==> config.mk <==
export PLATFORM = sky130hd
export DESIGN_NAME = mem_arbiter
export DESIGN_NICKNAME = d
export VERILOG_FILES = /design/src/rtl/mem_arbiter.sv
export SDC_FILE = /design/constraint.sdc
export NUM_CORES = 1
export LEC_CHECK = 0
export BUFFER_PORTS_ARGS = -buffer_cell sky130_fd_sc_hd__buf_2
export CAP_MARGIN = 30
export CORE_AREA = 3 3 107 109
export CTS_BUF_LIST = sky130_fd_sc_hd__clkbuf_8
export CTS_CLUSTER_DIAMETER = 30
export DETAILED_ROUTE_END_ITERATION = 16
export DIE_AREA = 0 0 110 112
export PLACE_DENSITY_LB_ADDON = 0.2
export SLEW_MARGIN = 20
export SYNTH_ARGS = -nofsm -noshare
export SYNTH_HDL_FRONTEND = slang
export SYNTH_SLANG_ARGS = --single-unit
==> constraint.sdc <==
create_clock -name clk -period 3.4 [get_ports clk]
set_input_delay 1.02 -clock clk [delete_from_list [all_inputs] [get_ports clk]]
set_output_delay 1.02 -clock clk [all_outputs]
set_load 0.05 [all_outputs]
==> src/rtl/mem_arbiter.sv <==
// mem_arbiter: serializes split instruction/data requests onto a single
// physical memory port. A granted request is captured and replayed on pmem_*
// until pmem_resp, then the response is steered back to the owning client.
// Every completion returns to IDLE for one cycle before the next grant.
// Optional build macro ARB_ROUND_ROBIN_EN: on simultaneous requests, grant
// the client that was not granted last; otherwise data has fixed priority.
module mem_arbiter #(
  parameter int ADDR_WIDTH = 32,
  parameter int DATA_WIDTH = 32
) (
  input  logic                    clk,
  input  logic                    rst,
  input  logic                    inst_read,
  input  logic [ADDR_WIDTH-1:0]   inst_addr,
  output logic                    inst_resp,
  output logic [DATA_WIDTH-1:0]   inst_rdata,
  input  logic                    data_read,
  input  logic                    data_write,
  input  logic [DATA_WIDTH/8-1:0] data_mbe,
  input  logic [ADDR_WIDTH-1:0]   data_addr,
  input  logic [DATA_WIDTH-1:0]   data_wdata,
  output logic                    data_resp,
  output logic [DATA_WIDTH-1:0]   data_rdata,
  output logic                    pmem_read,
  output logic                    pmem_write,
  output logic [DATA_WIDTH/8-1:0] pmem_mbe,
  output logic [ADDR_WIDTH-1:0]   pmem_addr,
  output logic [DATA_WIDTH-1:0]   pmem_wdata,
  input  logic [DATA_WIDTH-1:0]   pmem_rdata,
  input  logic                    pmem_resp
);

  localparam int MBE_WIDTH = DATA_WIDTH / 8;

  // state   | meaning
  // IDLE    | no transaction; requests sampled, arbitration on next edge
  // SERVE_I | instruction fetch on pmem, waiting for pmem_resp
  // SERVE_D | data load/store on pmem, waiting for pmem_resp
  typedef enum logic [1:0] {
    IDLE    = 2'd0,
    SERVE_I = 2'd1,
    SERVE_D = 2'd2
  } state_e;

  state_e                state_q, state_d;
  logic [ADDR_WIDTH-1:0] addr_q, addr_d;
  logic [DATA_WIDTH-1:0] wdata_q, wdata_d;
  logic [MBE_WIDTH-1:0]  mbe_q, mbe_d;
  logic                  write_q, write_d;

  logic data_req;
  logic grant_data;
  logic grant_inst;

  assign data_req = data_read | data_write;

`ifdef ARB_ROUND_ROBIN_EN
  localparam logic GRANT_INST = 1'b0;
  localparam logic GRANT_DATA = 1'b1;

  logic last_grant_q, last_grant_d;

  // Arbitration: alternate on contention, otherwise serve whoever asks.
  always_comb begin
    grant_data = 1'b0;
    grant_inst = 1'b0;
    if (state_q == IDLE) begin
      if (data_req && inst_read) begin
        grant_data = (last_grant_q == GRANT_INST);
        grant_inst = (last_grant_q == GRANT_DATA);
      end else begin
        grant_data = data_req;
        grant_inst = inst_read;
      end
    end
  end

  // Remember which client won the most recent grant.
  always_comb begin
    last_grant_d = last_grant_q;
    if (grant_data) begin
      last_grant_d = GRANT_DATA;
    end else if (grant_inst) begin
      last_grant_d = GRANT_INST;
    end
  end

  // Last-grant register; reset favours data on the first contention.
  always_ff @(posedge clk or posedge rst) begin
    if (rst) begin
      last_grant_q <= GRANT_INST;
    end else begin
      last_grant_q <= last_grant_d;
    end
  end
`else
  // Arbitration: data always wins on contention.
  always_comb begin
    grant_data = 1'b0;
    grant_inst = 1'b0;
    if (state_q == IDLE) begin
      grant_data = data_req;
      grant_inst = inst_read & ~data_req;
    end
  end
`endif

  // Next state and request capture on the IDLE->SERVE edge.
  always_comb begin
    state_d = state_q;
    addr_d  = addr_q;
    wdata_d = wdata_q;
    mbe_d   = mbe_q;
    write_d = write_q;
    case (state_q)
      IDLE: begin
        if (grant_data) begin
          state_d = SERVE_D;
          addr_d  = data_addr;
          wdata_d = data_wdata;
          mbe_d   = data_mbe;
          // read+write together is treated as a write
          write_d = data_write;
        end else if (grant_inst) begin
          state_d = SERVE_I;
          addr_d  = inst_addr;
          wdata_d = '0;
          mbe_d   = '1;
          write_d = 1'b0;
        end
      end
      SERVE_I, SERVE_D: begin
        if (pmem_resp) begin
          state_d = IDLE;
        end
      end
      default: begin
        state_d = IDLE;
      end
    endcase
  end

  // State and captured-request registers.
  always_ff @(posedge clk or posedge rst) begin
    if (rst) begin
      state_q <= IDLE;
      addr_q  <= '0;
      wdata_q <= '0;
      mbe_q   <= '0;
      write_q <= 1'b0;
    end else begin
      state_q <= state_d;
      addr_q  <= addr_d;
      wdata_q <= wdata_d;
      mbe_q   <= mbe_d;
      write_q <= write_d;
    end
  end

  // Strobes decode straight from state so reset drops them without a clock.
  assign pmem_read  = (state_q == SERVE_I) | ((state_q == SERVE_D) & ~write_q);
  assign pmem_write = (state_q == SERVE_D) & write_q;
  assign pmem_addr  = addr_q;
  assign pmem_wdata = wdata_q;
  assign pmem_mbe   = mbe_q;

  assign inst_resp  = (state_q == SERVE_I) & pmem_resp;
  assign data_resp  = (state_q == SERVE_D) & pmem_resp;
  assign inst_rdata = inst_resp ? pmem_rdata : '0;
  assign data_rdata = data_resp ? pmem_rdata : '0;

endmodule
==> flow_summary.ini <==
[finish]
final_layout_size_suffix_gt1_frac = 0.563
nFillCells = 1008
final_nets = 727
area_growth_pct = 49.6

[global_route]
grt_pass1_wl_um = 18000
grt_max_degree = 68
antenna_found_initial = 6
grt_pass1_vias = 3538
grt_overflow = 0
gr-usage-all-layers = 0.190

[timing]
finalSetupViolCount = 0
fmax_mhz = 349
min_period_ns = 2.87
maxSlewViolCount = 0
setup_tns_ns = 0
maxSlewHeadroom = 0.448
rsz0062_at_grt = false
hold_violations = 0
worstMarginPinSlew_ns = 0.819
post-route-period-util = 0.844
finClkSkew_ns = 0.00831

[drt]
drtAntennaViolNets = 0
post_drt_wl_per_cell_um = 16.5
wl_um = 12100
num_vias = 3541
drt-pass1-iter-count = 4
viasPerCell = 4.82
drc = 0
drtIter0Drc = 251

[critical_path]
critPathLaunchType = primary input
critPathCaptureType = output pin
critPathArrivalTime_ns = 1.85
crit_type = in2out
rrSetupSlack_ns = 1.18
crit_fanout = 67
critPathRequiredTime_ns = 2.38

[logic_synthesis]
ys_seq_area_frac = 0.508
avgSynthCellArea_um2 = 10.7
ys_seq_elements = 71
synth_area_mm2 = 0.00350
synth_fp_nets = 469
synth_warnings = 0
syn_inst = 328
synth.distinct_cells = 23

[pwr]
vdd.ir_drop.worst_v = 0.000575
cellPowerDensity_mw_per_mm2 = 1120
cellLeakagePower_nw = 2.97
total_power_mw = 5.87

[cts]
ctsLongestPathBuffers = 2
cts_root_buf = clkbuf_8
postCtsSetupBuffers = 0
cts_tree = built
htreeDepth = 3
post_cts_resized = 0
cts-buffers-inserted = 9
clkSlewWorstSetupHoldPaths_ns = 0.08
cts.sinks = 71
holdBufCountCts = 0
clock_latency_ns = 0.34

[floorplan]
design.core.area_mm2 = 0.0107
dieArea_mm2 = 0.0123
rows = 38
io_pins = 274
start_util = 0.327
die_y_um = 112
die_w_um = 110

[min_path]
hp-class = reg2reg

[run_status]
status = complete, no violations

[job]
maxCapViolCount = 0

[placement]
gp_congestion = 0.811
port_buffers = 273
dp.final_hpwl_um = 9290
[layout make-up]
cell class | count | area, um2 | area share
inverter | 5 | 18.8 | 0.00358
timing repair buffer | 282 | 1470 | 0.281
sequential | 71 | 1780 | 0.339
tap | 140 | 175 | 0.0334
antenna | 3 | 7.51 | 0.00143
clock buffer | 9 | 124 | 0.0237
clock inverter | 7 | 105 | 0.0201
multi-input combinational | 217 | 1560 | 0.298
[cells in the final DEF, fill, tap and decap left out, types with 2 or more instances in the layout]
| master | Yosys | layout |
|---|---|---|
| clkbuf_8 | 0 | 9 |
| nor2_1 | 32 | 32 |
| bufinv_16 | 0 | 2 |
| diode_2 | 0 | 3 |
| and3_1 | 64 | 64 |
| o22a_1 | 4 | 4 |
| ha_1 | 3 | 3 |
| buf_2 | 15 | 273 |
| a22o_1 | 32 | 32 |
| o22ai_1 | 3 | 3 |
| dfrtp_1 | 71 | 71 |
| buf_12 | 0 | 3 |
| o22ai_2 | 30 | 30 |
| a21oi_1 | 35 | 35 |
| buf_4 | 0 | 6 |
| clkinv_4 | 0 | 2 |
| inv_1 | 5 | 4 |
| and2_1 | 3 | 3 |
| o21ai_0 | 2 | 2 |
[critical path: stages]
cell and delay (ns):
buf_2 0.10, buf_12 0.20, and3_1 0.23, buf_2 0.28
[metrics by stage]
| stage | std cells | cell area (um2) | setup slack [ns] | hold WS [ns] | utilization |
|---|---|---|---|---|---|
| finish | 734 | 5240 | 0.532 | 0.493 | 0.490 |
| global route | 734 | 5240 | 0.511 | 0.512 | 0.490 |
| CTS | 730 | 5210 | 0.534 | 0.495 | 0.487 |
| detailed placement | 714 | 4980 | 0.536 | 0.472 | 0.466 |
| global placement | 714 | 4980 | 0.584 | 0.468 | 0.465 |
| floorplan | 328 | 3500 | 0.469 | 0.519 | - |
[cells in the mapped netlist (all sizes together)]
master / count / area, um2
a21o: 1 / 7.51
a21oi: 35 / 175
a22o: 32 / 280
and2: 3 / 18.8
and3: 64 / 400
buf: 18 / 109
clkbuf: 17 / 63.8
dfrtp: 71 / 1780
ha: 3 / 37.5
inv: 5 / 18.8
nand2: 1 / 3.75
nand2b: 1 / 6.26
nor2: 33 / 126
nor2b: 2 / 12.5
o21ai: 2 / 10.0
o22a: 4 / 35.0
o22ai: 33 / 394
o31a: 1 / 8.76
o31ai: 1 / 7.51
or3b: 1 / 8.76
[metal layers]
layer  part of all wire  routed length (um)  track usage
met2               0.50                6110        0.323
met3               0.11                1280       0.0661
met5             0.0027                  33            0
met1               0.37                4510        0.216
met4              0.015                 186       0.0732
[cell families after synthesis]
family,count (synthesis),synth area share
flip-flops,71,0.508
AO/OA/AOI/OAI,109,0.262
adder cells (fa/ha/maj),3,0.0107
buffers and inverters,40,0.0547
AND/OR/NAND/NOR,105,0.165
[sequential cells by signal, indices dropped and copies added (netlist names)]
register,flops
pmem_addr,32
pmem_wdata,32
pmem_mbe,4
state_q,2
write_q,1
[where the power goes]
part           internal, mW  total (mW)  leakage [nW]  switching, mW
clock network         0.423       0.769         0.112          0.346
logic                 0.884        3.64          2.03           2.75
registers              1.26        1.47         0.830          0.210
total                  2.56        5.87          2.97           3.31
[path summary, 6_finish.rpt]
check / depth (start not counted) / to / startpoint
worst max-delay path: 4 / data_rdata[0] / pmem_resp
worst min-delay path: 1 / pmem_mbe[2]$_DFFE_PP0P_ / pmem_mbe[2]$_DFFE_PP0P_
worst max register to register: 7 / pmem_addr[5]$_DFFE_PP0P_ / state_q[0]$_DFFE_PP0P_
worst min register to register: 1 / pmem_mbe[2]$_DFFE_PP0P_ / pmem_mbe[2]$_DFFE_PP0P_
max in group asynchronous: 3 / pmem_wdata[15]$_DFFE_PP0P_ / rst
min in group asynchronous: 2 / pmem_wdata[22]$_DFFE_PP0P_ / rst
(Power assumes the default switching activity.)
